==> src/rtl/aexm_enable_pkg.sv <==
// aexm_enable_pkg: shared types for the N-port enable sequencer.
// Sequencer state encoding and port-count ceiling.
package aexm_enable_pkg;

  localparam int NPORT_MAX = 8;

  typedef enum logic [1:0] {
    RUN   = 2'd0,
    ISSUE = 2'd1,
    WAIT  = 2'd2,
    LDWB  = 2'd3
  } state_t;

endpackage

==> src/rtl/aexm_enable_if.sv <==
// aexm_enable_if: pipeline/cache handshake bundle.
// master = cache/pipeline side, slave = sequencer side.
interface aexm_enable_if #(
  parameter int NPORT = 2
);

  logic             icache_busy;
  logic [NPORT-1:0] dcache_busy;
  logic [NPORT-1:0] dSTRLOD;
  logic [NPORT-1:0] dLOD;
  logic             cpu_enable;
  logic             cpu_mode_memop;
  logic             icache_enable;
  logic [NPORT-1:0] dcache_enable;

  modport master (
    output icache_busy, dcache_busy, dSTRLOD, dLOD,
    input  cpu_enable, cpu_mode_memop, icache_enable, dcache_enable
  );

  modport slave (
    input  icache_busy, dcache_busy, dSTRLOD, dLOD,
    output cpu_enable, cpu_mode_memop, icache_enable, dcache_enable
  );

endinterface

==> src/rtl/aexm_enable_port.sv <==
// aexm_enable_port: per-port request/load tracking.
// A port is done once its cache drops busy while waiting.
module aexm_enable_port (
  input  logic clk,
  input  logic rst,
  input  logic accept,
  input  logic issue,
  input  logic wait_st,
  input  logic kill,
  input  logic ldwb,
  input  logic dstrlod,
  input  logic dlod,
  input  logic busy,
  output logic req,
  output logic ld,
  output logic dcache_enable,
  output logic done
);

  assign dcache_enable = issue & req;
  assign done = ~(req & busy);

  // capture request, retire on completion/watchdog, drop load after write-back
  always_ff @(posedge clk) begin
    if (rst) begin
      req <= 1'b0;
      ld  <= 1'b0;
    end else if (accept) begin
      req <= dstrlod;
      ld  <= dstrlod & dlod;
    end else if (wait_st) begin
      req <= req & busy & ~kill;
    end else if (ldwb) begin
      ld  <= 1'b0;
    end
  end

endmodule

==> src/rtl/aexm_enable_nport.sv <==
// aexm_enable_nport: CPU/cache enable sequencer for NPORT dcache ports.
// Stalls the pipeline across a memop, with watchdog and stall counter.
module aexm_enable_nport
  import aexm_enable_pkg::*;
#(
  parameter int NPORT   = 2,
  parameter int TOUT_W  = 8,
  parameter int STALL_W = 16
) (
  input  logic               gclk,
  input  logic               grst,
  aexm_enable_if.slave       bus,
  input  logic [TOUT_W-1:0]  timeout_limit,
  input  logic               stall_clr,
  output logic               memop_timeout,
  output logic [STALL_W-1:0] stall_cycles
);

  state_t            state;
  logic [TOUT_W-1:0] wdog;
  logic [TOUT_W:0]   wdog_nx;
  logic [NPORT-1:0]  req;
  logic [NPORT-1:0]  ld;
  logic [NPORT-1:0]  den;
  logic [NPORT-1:0]  done;
  logic              run_st;
  logic              issue_st;
  logic              wait_st;
  logic              ldwb_st;
  logic              cpu_en;
  logic              accept;
  logic              all_done;
  logic              tout;

  assign run_st   = (state == RUN);
  assign issue_st = (state == ISSUE);
  assign wait_st  = (state == WAIT);
  assign ldwb_st  = (state == LDWB);

  assign cpu_en   = ~grst & run_st & ~bus.icache_busy;
  assign accept   = cpu_en & (|bus.dSTRLOD);
  assign all_done = &done;
  assign wdog_nx  = {1'b0, wdog} + (TOUT_W+1)'(1);
  assign tout     = wait_st & ~all_done
                  & (timeout_limit != '0)
                  & (wdog_nx == {1'b0, timeout_limit});

  assign bus.cpu_enable     = cpu_en;
  assign bus.icache_enable  = cpu_en;
  assign bus.cpu_mode_memop = ~grst & ~run_st;
  assign bus.dcache_enable  = den;

  for (genvar i = 0; i < NPORT; i++) begin : g_port
    aexm_enable_port u_port (
      .clk           (gclk),
      .rst           (grst),
      .accept        (accept),
      .issue         (~grst & issue_st),
      .wait_st       (wait_st),
      .kill          (tout),
      .ldwb          (ldwb_st),
      .dstrlod       (bus.dSTRLOD[i]),
      .dlod          (bus.dLOD[i]),
      .busy          (bus.dcache_busy[i]),
      .req           (req[i]),
      .ld            (ld[i]),
      .dcache_enable (den[i]),
      .done          (done[i])
    );
  end

  // memop sequencing, watchdog and sticky timeout flag
  always_ff @(posedge gclk) begin
    if (grst) begin
      state         <= RUN;
      wdog          <= '0;
      memop_timeout <= 1'b0;
    end else begin
      case (state)
        RUN: begin
          if (accept) begin
            state <= ISSUE;
            wdog  <= '0;
          end
        end
        ISSUE: state <= WAIT;
        WAIT: begin
          if (all_done) begin
            state <= (|ld) ? LDWB : RUN;
          end else begin
            if (~&wdog) wdog <= wdog_nx[TOUT_W-1:0];
            if (tout) begin
              memop_timeout <= 1'b1;
              state         <= RUN;
            end
          end
        end
        LDWB:    state <= RUN;
        default: state <= RUN;
      endcase
    end
  end

  // saturating count of stalled cycles; clear beats increment
  always_ff @(posedge gclk) begin
    if (grst || stall_clr) begin
      stall_cycles <= '0;
    end else if (~cpu_en && ~&stall_cycles) begin
      stall_cycles <= stall_cycles + STALL_W'(1);
    end
  end

  logic unused_ok;
  assign unused_ok = ^req;

endmodule

==> src/flat_wrapper.sv <==
// flat-port wrapper written by rule: the top's interface ports become plain ports
module aexm_enable_nport_flat import aexm_enable_pkg::*;
#(
  parameter int NPORT   = 2,
  parameter int TOUT_W  = 8,
  parameter int STALL_W = 16
)
  (gclk, grst, timeout_limit, stall_clr, memop_timeout, stall_cycles, bus_icache_busy, bus_dcache_busy, bus_dSTRLOD, bus_dLOD, bus_cpu_enable, bus_cpu_mode_memop, bus_icache_enable, bus_dcache_enable);
  aexm_enable_if #(.NPORT(NPORT)) bus_i ();
  input  logic gclk;
  input  logic grst;
  input  logic [TOUT_W-1:0] timeout_limit;
  input  logic stall_clr;
  output logic memop_timeout;
  output logic [STALL_W-1:0] stall_cycles;
  input wire logic [$bits(bus_i.icache_busy)-1:0] bus_icache_busy;
  input wire logic [$bits(bus_i.dcache_busy)-1:0] bus_dcache_busy;
  input wire logic [$bits(bus_i.dSTRLOD)-1:0] bus_dSTRLOD;
  input wire logic [$bits(bus_i.dLOD)-1:0] bus_dLOD;
  output wire logic [$bits(bus_i.cpu_enable)-1:0] bus_cpu_enable;
  output wire logic [$bits(bus_i.cpu_mode_memop)-1:0] bus_cpu_mode_memop;
  output wire logic [$bits(bus_i.icache_enable)-1:0] bus_icache_enable;
  output wire logic [$bits(bus_i.dcache_enable)-1:0] bus_dcache_enable;
  assign bus_i.icache_busy = bus_icache_busy;
  assign bus_i.dcache_busy = bus_dcache_busy;
  assign bus_i.dSTRLOD = bus_dSTRLOD;
  assign bus_i.dLOD = bus_dLOD;
  assign bus_cpu_enable = bus_i.cpu_enable;
  assign bus_cpu_mode_memop = bus_i.cpu_mode_memop;
  assign bus_icache_enable = bus_i.icache_enable;
  assign bus_dcache_enable = bus_i.dcache_enable;
  aexm_enable_nport #(.NPORT(NPORT), .TOUT_W(TOUT_W), .STALL_W(STALL_W)) u_core (.gclk(gclk), .grst(grst), .bus(bus_i), .timeout_limit(timeout_limit), .stall_clr(stall_clr), .memop_timeout(memop_timeout), .stall_cycles(stall_cycles));
endmodule
==> config.mk <==
export PLATFORM = sky130hd
export DESIGN_NAME = aexm_enable_nport_flat
export DESIGN_NICKNAME = d
export VERILOG_FILES = /design/src/rtl/aexm_enable_pkg.sv /design/src/rtl/aexm_enable_if.sv /design/src/rtl/aexm_enable_port.sv /design/src/rtl/aexm_enable_nport.sv /design/src/flat_wrapper.sv
export SDC_FILE = /design/constraint.sdc
export NUM_CORES = 1
export LEC_CHECK = 0
export ABC_AREA = 0
export BUFFER_PORTS_ARGS = -buffer_cell sky130_fd_sc_hd__buf_2
export CORE_MARGIN = 1
export CORE_UTILIZATION = 40
export CTS_CLUSTER_SIZE = 8
export DETAILED_ROUTE_END_ITERATION = 10
export GPL_TIMING_DRIVEN = 1
export SLEW_MARGIN = 30
export SYNTH_ARGS = -nofsm -noshare
export SYNTH_HDL_FRONTEND = slang
export SYNTH_SLANG_ARGS = --single-unit
==> constraint.sdc <==
create_clock -name gclk -period 4.6 [get_ports gclk]
set_input_delay 0.46 -clock gclk [delete_from_list [all_inputs] [get_ports gclk]]
set_output_delay 0.46 -clock gclk [all_outputs]
set_load 0.05 [all_outputs]
# Word-level counts from Yosys, hierarchy flattened
# Cells that the tools add are included.
[classes]
n_bitwise = 24
n_eq_ne = 9
n_addsub = 2
n_reduce_logical = 17
mux = 17
[op_table]
columns = ["cell", "count"]
rows = [
  ["2-to-1 mux 8 bit", 3],
  ["adder 16 x 1 -> 16 bit (second input constant)", 1],
  ["AND 1 bit", 16],
  ["case mux 8 bit (2 select lines)", 1],
  ["AND reduction 16 bit", 1],
  ["adder 8 x 1 -> 9 bit (second input constant)", 1],
  ["== test 9 x 8 -> 1 bit", 1],
  ["2-to-1 mux 1 bit", 8],
  ["2-to-1 mux 2 bit", 4],
  ["inequality test 2 bit (second input constant)", 4],
  ["inverter 1 bit", 8],
  ["case mux 2 bit (4 select lines)", 1],
  ["AND reduction 8 bit", 1],
  ["nonzero test 8 bit", 1],
  ["AND reduction 2 bit", 3],
  ["nonzero test 2 bit", 3],
  ["== test 2 bit (second input constant)", 2],
  ["AND reduction 4 bit", 1],
  ["OR reduction 2 bit", 2],
  ["inequality test 3 bit (second input constant)", 1],
  ["AND reduction 3 bit", 1],
  ["== test 2 x 1 -> 1 bit (second input constant)", 1],
  ["logical NOT 2 bit", 1],
  ["logical AND 1 bit", 1],
  ["2 further kinds", 2],
]
[word_totals]
inputBits = 18
regBits = 31
out_inout_bits = 22
word_cells = 77

# Depth between registers and ports, before layout
# Gate-level depths: netlist of run 1.
[depth]
ltp_word = 11
mapped_depth = 7
mapped_depth_nobuf = 6

# By module
# Synthesis of run 1 repeated with hierarchy kept, for this count alone.
[unflattened]
cells_unflattened = 228
hier_area_um2 = 1849.3
[by_module_without_submodules]
columns = ["module", "area_per_inst_um2", "seq_area_each_um2", "cells_per_inst", "instances"]
rows = [
  ["aexm_enable_nport", 1634.1, 540.5, 202, 1],
  ["aexm_enable_port", 107.6, 40.0, 13, 2],
]

# Least setup slack after synthesis of run 1
# No wires, ideal clock.
[synth_timing]
path_kind = "input-to-reg"
from = "input port grst"
to = "register u_core.wdog[5]"
setup_slack_ns = 2.552
required_time_ns = 4.530
stages = 6
setup_time_ns = 0.070
t_arrival_ns = 1.978
path_buffers = 0
cell_sequence = "or4_4 -> clkinv_8 -> o21ai_4 -> a21boi_4 -> or4b_1 -> a21oi_1"
[synth_between]
elab_chain_cells = 6
[synth_lines]
columns = ["element", "line", "rtl"]
rows = [
  ["from (decl)", "flat_wrapper.sv:11", "input logic grst;"],
  ["inverter 1 bit", "aexm_enable_nport.sv:40", "assign cpu_en = ~grst & run_st & ~bus.icache_busy;"],
  ["AND 1 bit (2 in a row)", "aexm_enable_nport.sv:40", ""],
  ["net bus_cpu_enable", "flat_wrapper.sv:20", "output wire logic [$bits(bus_i.cpu_enable)-1:0] bus_cpu_enable;"],
  ["AND 1 bit", "aexm_enable_nport.sv:41", "assign accept = cpu_en & (|bus.dSTRLOD);"],
  ["inequality test 2 bit (no source line)", "-", ""],
  ["AND reduction 4 bit (no source line)", "-", ""],
  ["to (signal assigned)", "aexm_enable_nport.sv:91", "if (~&wdog) wdog <= wdog_nx[TOUT_W-1:0];"],
  ["to (decl)", "aexm_enable_nport.sv:20", "logic [TOUT_W-1:0] wdog;"],
]
# The timed path passes the listed nets, and every way through them passes these cells.
# A chain may end at the register's enable or synchronous reset.

# Worst setup path in the final report of run 1
[layout_timing]
from = "register u_core.wdog[0]"
to = "register u_core.state[1]"
[layout_between]
elab_chain_cells = 5
[layout_lines]
columns = ["element", "line", "rtl"]
rows = [
  ["adder 8 x 1 -> 9 bit", "aexm_enable_nport.sv:43", "assign wdog_nx = {1'b0, wdog} + (TOUT_W+1)'(1);"],
  ["== test 9 x 8 -> 1 bit", "aexm_enable_nport.sv:46", "& (wdog_nx == {1'b0, timeout_limit});"],
  ["AND 1 bit", "aexm_enable_nport.sv:46", ""],
  ["inequality test 3 bit (no source line)", "-", ""],
  ["AND reduction 2 bit (no source line)", "-", ""],
  ["to (signal assigned)", "aexm_enable_nport.sv:89", "state <= (|ld) ? LDWB : RUN;"],
  ["to (decl)", "aexm_enable_nport.sv:19", "state_t state;"],
]
# Every way passes these cells.

==> impl_metrics.toml, run 1 <==
[outcome]
status = "finished, final reports clean"

[global_routing]
grt_pass1_vias = 1566
grt_pass1_wl_um = 6906
grt_usage_pct = 17.33
antenna_found_initial = 0
grt_start_max_net_pins = 21
overflow = 0

[flow_run]
cap_violations = 0

[pwr]
power_frac_clock_pct = 46.0
comb_power_share_pct = 8.7
power.internal_mw = 0.4666
p_leak_nw = 0.8602
p_sw_share_pct = 23.38
pwr-share-seq_pct = 45.2
peakVddDrop_v = 0.0001777
power.density_nw_per_um2 = 283.0
switching_power_mw = 0.1424

[timing]
fmax_mhz = 442.8
fin_crit_sh_pct = 49.09
final.setup.tns_ps = 0
rsz0062_at_grt = "false"
hold_violations = 0
finalSetupViolCount = 0
clock_skew_ps = 3.326
finalCriticalPeriod_ps = 2258
relSlewSlack_pct = 58.36
tightestPinTransition_ps = 618.8
slew_viol_final = 0

[worst_setup_path]
r2r_slack_ps = 2340
worstPathArrival_ps = 2440
r2r-start = "u_core.wdog[0]$_SDFFE_PP0P_"
r2r_cells = 6
critPathLaunchType = "flop"
critPathRequiredTime_ps = 4780
critPathKind = "reg -> reg"
endpoint_kind = "flop"
path_max_fanout = 7
r2r_end = "u_core.state[1]$_SDFFE_PP0P_"

[route]
wl_per_cell_um = 12.95
drtIter0Drc = 91
drtAntennaViolNets = 0
via_per_inst = 5.397
via_count = 1684
firstDrtPassIters = 4
drc = 0
wl_um = 4039

[synth]
ys_seq_area_share_pct = 33.45
yosysUniqueCellTypes = 49
synth_edf_count = 0
syn-instance-count = 225
syn_nets = 245
synthFlopType = "dfxtp_1"
avgSynthCellArea_sq_um = 8.247
synth_common_cells = "nor2_1 (35), dfxtp_1 (31), nand3_1 (15), xor2_1 (15), nand2_1 (13)"
yosysMostFrequentCell = "nor2_1"
ys_ff_latch = 31
synth_top_area_share_pct = 33.45
syn_area_sq_um = 1856
synth_area_leaders = "dfxtp_1 (33%), nor2_1 (7.1%), xor2_1 (7.1%), xnor2_1 (4.7%), nand3_1 (4.0%)"
synthArstFlopShare_pct = 0
ys.warnings.count = 0
yosys.area.top_type = "dfxtp_1"

[cells_and_area]
final_area_sq_um = 2152
nets = 279
drive_gt1_share_pct = 21.15
syn2layout_area_growth_pct = 15.98
antenna_cells = 0

[min_path]
hold_end = "u_core.g_port[0].u_port.ld$_SDFFE_PP0P_"
whs_path_depth = 3
min_from = "bus_dLOD[0]"
min_path_type = "in -> reg"

[floorplanning]
die_h_um = 70.11
coreArea_sq_um = 4414
die_w_um = 70.11
dieArea_sq_um = 4915
initial_utilization_pct = 42.04
ioPinCount = 40
rows = 24

[clocking]
h-tree-depth = 2
cts_sinks = 31
clk_latency_ps = 280
cts_tree = "yes"
clkTransAtPathRegs_ps = 70
cts_setup_buffers = 0
cts_resized = 0
cts_buffers = 5
clock-root-buffer = "clkbuf_8"
clock_path_buffers = 2
hold_buffers = 0

[placed_design]
gp_congestion = 0.8052
io_buffers = 39
placed_area_sq_um = 2034
place_hpwl_um = 2907
cells by family (layout without fill, tap and decap cells):
kind of cell / count (synthesis) / after routing / share of synthesized area [%]
compound gates: 49 / 49 / 19.02
xor+xnor: 25 / 25 / 11.80
fa+ha+maj: 2 / 2 / 1.348
buf+inv: 15 / 50 / 5.664
flops: 31 / 31 / 33.45
mux: 1 / 1 / 0.5395
simple gates: 102 / 102 / 28.19
per-layer routing:
layer  global-route usage (%)  wire length (um)  vias up  part of all wire, %
met2                    28.95              1835       36                   45
met3                    3.463               144        8                  3.6
met1                    21.90              2005      759                   50
met4                    6.667                54        0                  1.3
met5                        0                 0        -                    0
li1                         -                 -      881                    -
cell usage in the layout, fill, tap and decap left out, types with 3 or more instances in the layout:
cell,count
buf_2,39
nor2_1,35
dfxtp_1,31
nand3_1,15
xor2_1,15
nand2_1,13
a21oi_1,11
xnor2_1,10
o21ai_0,10
nor3_1,7
clkbuf_8,6
o211ai_1,5
o2111ai_1,5
and3_1,4
nand3b_1,4
nor4_1,4
and2_1,3
or2_2,3
nand4_1,3
per-stage QoR:
step                      cells  hold slack (ps)  worst slack, ps  total power [mW]  utilization [%]
final                       312            451.0             2342            0.6090            48.75
after global routing        312            454.4             2126            0.6335            48.75
after CTS                   312            449.0             2339            0.6177            48.75
after detailed placement    304            446.9             2244            0.3347            46.09
after global placement      304            444.0             2262            0.3348            46.09
after floorplan             225            441.2             2552            0.3198                -
area by class of cell:
class | count | area, sq um
inverter | 3 | 23.77
multi-input combinational | 179 | 1130
tap | 52 | 65.06
sequential | 31 | 620.6
fill | 445 | 2262
clock buffer | 6 | 82.58
clock inverter | 2 | 35.03
timing repair buffer | 39 | 195.2
power groups by stage:
stage	Clock (mW)	Sequential (mW)	Combinational (mW)
floorplan	0	0.283	0.0364
global placement	0	0.282	0.0532
detailed placement	0	0.281	0.0532
CTS	0.289	0.275	0.0536
global route	0.299	0.276	0.0585
finish	0.280	0.275	0.0532
registers in the layout, summed over array words and instances, names as in the netlist:
name / count
u_core.stall_cycles: 16
u_core.wdog: 8
u_core.g_port.u_port.ld: 2
u_core.g_port.u_port.req: 2
u_core.state: 2
u_core.memop_timeout: 1
critical path, stage by stage (launching register included):
cell       delay (ps)
dfxtp_1           460
ha_1              330
xor2_1            120
a211o_1           270
a2111oi_0         540
o2111ai_1         250
a21o_1            210
how the worst max path moves through the flow:
| stage | depth (start not counted) | startpoint | endpoint | slack [ps] |
|---|---|---|---|---|
| 6_report | 6 | u_core.wdog[0]$_SDFFE_PP0P_ | u_core.state[1]$_SDFFE_PP0P_ | 2340 |
| 5_1_grt | 6 | u_core.wdog[0]$_SDFFE_PP0P_ | u_core.state[1]$_SDFFE_PP0P_ | 2130 |
| 4_1_cts | 6 | u_core.wdog[0]$_SDFFE_PP0P_ | u_core.state[1]$_SDFFE_PP0P_ | 2340 |
| 3_5_place_dp | 7 | grst | u_core.wdog[5]$_SDFFE_PP0P_ | 2240 |
| 3_3_place_gp | 7 | grst | u_core.wdog[5]$_SDFFE_PP0P_ | 2260 |
| 2_1_floorplan | 6 | grst | u_core.wdog[5]$_SDFFE_PP0P_ | 2550 |
Power figures use the tool's default switching activity.
==> inputs of run 2 (changes only) <==
- clock period: 4.6 -> 1.9 ns (I/O delays scaled with it)
==> impl_metrics.toml, run 2 (synthesis gave the netlist of run 1 again) <==
[global_routing]
grt_pass1_vias = 1707
grt_usage_pct = 19.23
grt_pass1_wl_um = 7645
antenna_found_initial = 0
overflow = 0
grt_start_max_net_pins = 20

[timing]
layout_setup_ws_ps = 71.62
hold_violations = 0
fmax_mhz = 546.9
tightestPinTransition_ps = 415.7
finalCriticalPeriod_ps = 1828
clock_skew_ps = 3.980
finalSetupViolCount = 0
rsz0062_at_grt = "false"
final.setup.tns_ps = 0
slew_viol_final = 0
relSlewSlack_pct = 72.07
fin_crit_sh_pct = 96.23

[worst_setup_path]
critPathRequiredTime_ps = 2110
r2r-start = "u_core.state[0]$_SDFFE_PP0P_"
path_max_fanout = 7
endpoint_kind = "flop"
startpoint = "u_core.state[0]$_SDFFE_PP0P_"
critPathLaunchType = "flop"
worstPathArrival_ps = 2040
critPathKind = "reg -> reg"

[floorplanning]
die_h_um = 70.11
die_w_um = 70.11
rows = 24
coreArea_sq_um = 4414
initial_utilization_pct = 42.04
ioPinCount = 40
dieArea_sq_um = 4915

[route]
via_per_inst = 5.548
wl_um = 4458
drtAntennaViolNets = 0
via_count = 1853
wl_per_cell_um = 13.35
drc = 0
drtIter0Drc = 121
firstDrtPassIters = 4

[cells_and_area]
multi_input_area_sq_um = 1176
fin_util_pct = 53.09
fillerInstances = 434
drive_gt1_share_pct = 30.14
nets = 302
top_regs = "u_core.stall_cycles: 16 flops, u_core.wdog: 8 flops"
syn2layout_area_growth_pct = 26.30
largest_reg_flops = 16
layout_common_cells = "buf_2 (39), nor2_1 (35), dfxtp_1 (29), buf_4 (23)"
largest_register = "u_core.stall_cycles"
regArea_sq_um = 623.1
final_common_cell = "buf_2"
antenna_cells = 0

[min_path]
min_path_type = "in -> reg"
min_from = "bus_dLOD[1]"

[clocking]
cts_tree = "yes"
cts_sinks = 31
clk_latency_ps = 280
h-tree-depth = 2
clkTransAtPathRegs_ps = 60
clock-root-buffer = "clkbuf_8"
hold_buffers = 0
clock_path_buffers = 2
cts_buffers = 5

[pwr]
power.internal_mw = 1.004
pwr-share-seq_pct = 49.4
comb_power_share_pct = 11.5
p_leak_nw = 0.9621
power_frac_clock_pct = 39.1
peakVddDrop_v = 0.0004893
switching_power_mw = 0.3388
p_sw_share_pct = 25.23
power.density_nw_per_um2 = 573.2

[placed_design]
io_buffers = 39
place_hpwl_um = 3354
gp_congestion = 0.8160
pre_cts_slack_ps = -62.89

[flow_run]
cap_violations = 0

[outcome]
status = "finished, final reports clean"
run 2: path summary, 6_finish.rpt:
path,end,slack (ps),cells after the start
worst max-delay path,u_core.wdog[5]$_SDFFE_PP0P_,70,6
worst min register to register,u_core.memop_timeout$_SDFFE_PP0P_,450,2
worst max register to register,u_core.wdog[5]$_SDFFE_PP0P_,70,6
worst min-delay path,u_core.g_port[1].u_port.ld$_SDFFE_PP0P_,180,3
run 2: timing repair:
item / in CTS / in global routing
endpoints found under the hold margin: 0 / 0
setup buffers: 0 / 0
endpoints found under the setup margin: 4 / 8
resized for setup: 1 / 5
pin swaps: 0 / 1
run 2: worst max-delay path, stage by stage, from the launching register on:
cell and delay (ps):
dfxtp_2 330, or4_4 530, clkinv_8 90, o21ai_4 50, a21boi_4 160, or4b_1 480
a21oi_1 130
run 2: area by class of cell:
| class | count | share of cell area, % |
|---|---|---|
| well taps | 52 | 2.776 |
| flip-flops and latches | 31 | 26.59 |
| inverters | 3 | 1.014 |
| multi-input cells | 179 | 50.19 |
| clock inverters | 1 | 0.2136 |
| repair buffers | 62 | 15.70 |
| clock buffers | 6 | 3.524 |
run 2: routing by layer:
metal	global-route usage (%)	wire length, um	vias up
li1	-	-	929
met1	25.34	2079	864
met2	30.88	2110	55
met3	4.329	205	5
met4	6.667	61	0
met5	0	0	-
run 2: power by group through the flow:
stage / logic, mW / clock network [mW] / registers, mW
final: 0.154 / 0.525 / 0.664
after global routing: 0.169 / 0.558 / 0.665
after CTS: 0.152 / 0.550 / 0.664
after detailed placement: 0.151 / 0 / 0.678
after global placement: 0.151 / 0 / 0.678
after floorplan: 0.0882 / 0 / 0.686
run 2: per-stage QoR:
step	hold WS (ps)	instances	total power, mW	cell area, sq um
4_1_cts	169.6	334	1.365	2306
3_5_place_dp	449.4	327	0.8292	2213
5_1_grt	200.2	334	1.392	2344
6_report	180.0	334	1.343	2344
3_3_place_gp	445.5	327	0.8296	2213
2_1_floorplan	334.8	225	0.7745	1862
==> inputs of run 3 (changes only) <==
- ABC_AREA: 0 -> 1
- CTS_CLUSTER_DIAMETER: default -> 80
==> impl_metrics.toml, run 3 <==
[global_routing]
grt_pass1_wl_um = 7817
overflow = 0
grt_start_max_net_pins = 16
grt_usage_pct = 18.71
grt_pass1_vias = 1853
antenna_found_initial = 0

[pwr]
comb_power_share_pct = 16.4
pwr-share-seq_pct = 42.4
p_sw_share_pct = 27.71
peakVddDrop_v = 0.0004535
power.internal_mw = 1.179
power.total_mw = 1.631
power.density_nw_per_um2 = 665.6
switching_power_mw = 0.4522
p_leak_nw = 1.108
power_frac_clock_pct = 41.3

[clocking]
h-tree-depth = 2
clock_path_buffers = 2
clock-root-buffer = "clkbuf_8"
cts_buffers = 5
clkTransAtPathRegs_ps = 70
hold_buffers = 0
clk_latency_ps = 280
cts_tree = "yes"
cts_sinks = 31

[synth]
ys_ff_latch = 31
ys.warnings.count = 0
yosysMostFrequentCell = "nand2_1"
yosysUniqueCellTypes = 28
avgSynthCellArea_sq_um = 6.195
syn_nets = 346
yosys.area.top_type = "dfxtp_1"
synthArstFlopShare_pct = 0
synth_top_area_share_pct = 30.73
synth_edf_count = 0
synthFlopType = "dfxtp_1"
ys_seq_area_share_pct = 30.73
syn-instance-count = 326
syn_area_sq_um = 2019
synth_area_leaders = "dfxtp_1 (31%), nand2_1 (15%), inv_1 (8.9%), nor2_1 (6.7%), a21oi_1 (6.2%)"
synth_common_cells = "nand2_1 (82), inv_1 (48), nor2_1 (36)"

[flow_run]
cap_violations = 0

[cells_and_area]
nets = 395
final_common_cell = "nand2_1"
top_regs = "u_core.stall_cycles: 16 flops, u_core.wdog: 8 flops"
antenna_cells = 0
largest_register = "u_core.stall_cycles"
drive_gt1_share_pct = 23.94
layout_common_cells = "nand2_1 (81), inv_1 (48), buf_2 (39), nor2_1 (36), dfxtp_1 (31)"
fin_util_pct = 51.22
finalNonFillerCells = 443
syn2layout_area_growth_pct = 21.38
largest_reg_flops = 16
fillerInstances = 516

[route]
firstDrtPassIters = 4
drtIter0Drc = 95
drc = 0
via_per_inst = 4.621
wl_um = 4626
drtAntennaViolNets = 0
via_count = 2047
wl_per_cell_um = 10.44

[timing]
finalCriticalPeriod_ps = 1664
fmax_mhz = 601.1
finalSetupViolCount = 0
hold_violations = 0
relSlewSlack_pct = 80.64
tightestPinTransition_ps = 288.2
clock_skew_ps = 6.605
final.setup.tns_ps = 0
layout_setup_ws_ps = 236.3
fin_crit_sh_pct = 87.56
slew_viol_final = 0
rsz0062_at_grt = "false"

[worst_setup_path]
worst_path_largest_cell_delay_ps = 350
path_max_fanout = 5
path_cells = "ha_1 > nand2_2 > inv_1 > nand3_1 > inv_2 > nor2_4 > nand3_1 > nor2_1 > nand3_1 > nand2_1 > a21oi_1"
cp.buffers_inverters = 2
critPathLaunchType = "flop"
cp_top_family = "simple AND/OR/NAND/NOR gates"
critPathKind = "reg -> reg"
cp_common_cell = "nand3_1"
r2r_end = "u_core.g_port[1].u_port.req$_SDFFE_PP0P_"
critPathRequiredTime_ps = 2070
endpoint_kind = "flop"
r2r_cells = 11
r2r_slack_ps = 240
worstPathArrival_ps = 1840
crit_slowest_cell = "dfxtp_1"
r2r-start = "u_core.wdog[1]$_SDFFE_PP0P_"

[floorplanning]
dieArea_sq_um = 5337
coreArea_sq_um = 4786
die_h_um = 73.06
initial_utilization_pct = 42.20
ioPinCount = 40
rows = 25
die_w_um = 73.06

[placed_design]
gp_congestion = 0.8133
place_hpwl_um = 3691
io_buffers = 39
dp.cells = 435
pre_cts_slack_ps = 139.2

[min_path]
whs_path_depth = 3
hold_end = "u_core.g_port[1].u_port.ld$_SDFFE_PP0P_"
min_from = "bus_dLOD[1]"
min_path_type = "in -> reg"

[outcome]
status = "finished, final reports clean"
-- run 3: changes by cell type in the layout (fill, tap and decap cells not counted), sizes merged, moves of 7 or more --
cell	before	now
nand3	15	29
inv	2	55
buf	62	49
nand2	13	92
xnor2	10	3
xor2	15	3
nor2	35	46
a21oi	11	25
-- run 3: worst max-delay path by stage --
stage	startpoint	end	slack [ps]	cells after the start
after floorplan	u_core.stall_cycles[0]$_SDFFE_PP0P_	u_core.stall_cycles[4]$_SDFFE_PP0P_	40	9
after global placement	u_core.stall_cycles[0]$_SDFFE_PP0P_	u_core.stall_cycles[10]$_SDFFE_PP0P_	210	9
after detailed placement	u_core.stall_cycles[0]$_SDFFE_PP0P_	u_core.stall_cycles[8]$_SDFFE_PP0P_	140	9
after CTS	u_core.stall_cycles[0]$_SDFFE_PP0P_	u_core.stall_cycles[3]$_SDFFE_PP0P_	140	9
after global routing	u_core.wdog[1]$_SDFFE_PP0P_	u_core.state[0]$_SDFFE_PP0P_	40	13
final	u_core.wdog[1]$_SDFFE_PP0P_	u_core.g_port[1].u_port.req$_SDFFE_PP0P_	240	11
-- run 3: kinds of logic (layout without fill, tap and decap cells) --
kind of cell               Yosys count  count (layout)  synth area share [%]
AOI/OAI and AO/OA                   43              43                 10.78
xor gates and xnor gates             6               6                 2.603
adders and majority gates            2               2                 1.239
buffers and inverters               62             112                 12.33
DFF                                 31              31                 30.73
and+or+nand+nor                    182             182                 42.32
-- run 3: final cells by class --
type | instances | area, sq um | share of cell area, %
inverters | 55 | 206.4 | 8.423
repair buffers | 49 | 270.3 | 11.03
multi-input cells | 233 | 1152 | 47.01
flip-flops and latches | 31 | 620.6 | 25.32
clock inverters | 2 | 35.03 | 1.429
well taps | 67 | 83.83 | 3.420
clock buffers | 6 | 82.58 | 3.369
-- run 3: power groups by stage --
stage | clock network [mW] | registers [mW] | logic [mW]
final | 0.674 | 0.691 | 0.267
after CTS | 0.695 | 0.690 | 0.269
after global placement | 0 | 0.704 | 0.266
after floorplan | 0 | 0.713 | 0.193
after detailed placement | 0 | 0.705 | 0.268
after global routing | 0.721 | 0.694 | 0.298
-- run 3: repair_timing --
item,in CTS,in global routing
setup endpoints to repair,0,7
buffers inserted,0,0
resized for setup,0,1
hold endpoints to repair,0,0
-- run 3: stage by stage --
step,area (sq um),hold WS (ps)
2_1_floorplan,2019,337.4
3_3_place_gp,2331,435.7
3_5_place_dp,2331,439.6
4_1_cts,2449,150.0
5_1_grt,2451,167.5
6_report,2451,150.6
-- run 3: per-layer routing --
layer  global-route usage, %  vias to the layer above  part of all wire, %
li1                        -                     1123                    -
met1                   23.17                      885                   46
met2                   32.41                       35                   50
met3                   3.453                        4                  4.1
met4                   6.318                        0                 0.69
met5                       0                        -                    0
-- run 3: worst register-to-register path, cell delays in order, from the launching register on --
cell	delay [ps]
dfxtp_1	350
ha_1	240
nand2_2	150
inv_1	80
nand3_1	130
inv_2	60
nor2_4	150
nand3_1	90
nor2_1	120
nand3_1	80
nand2_1	70
a21oi_1	50
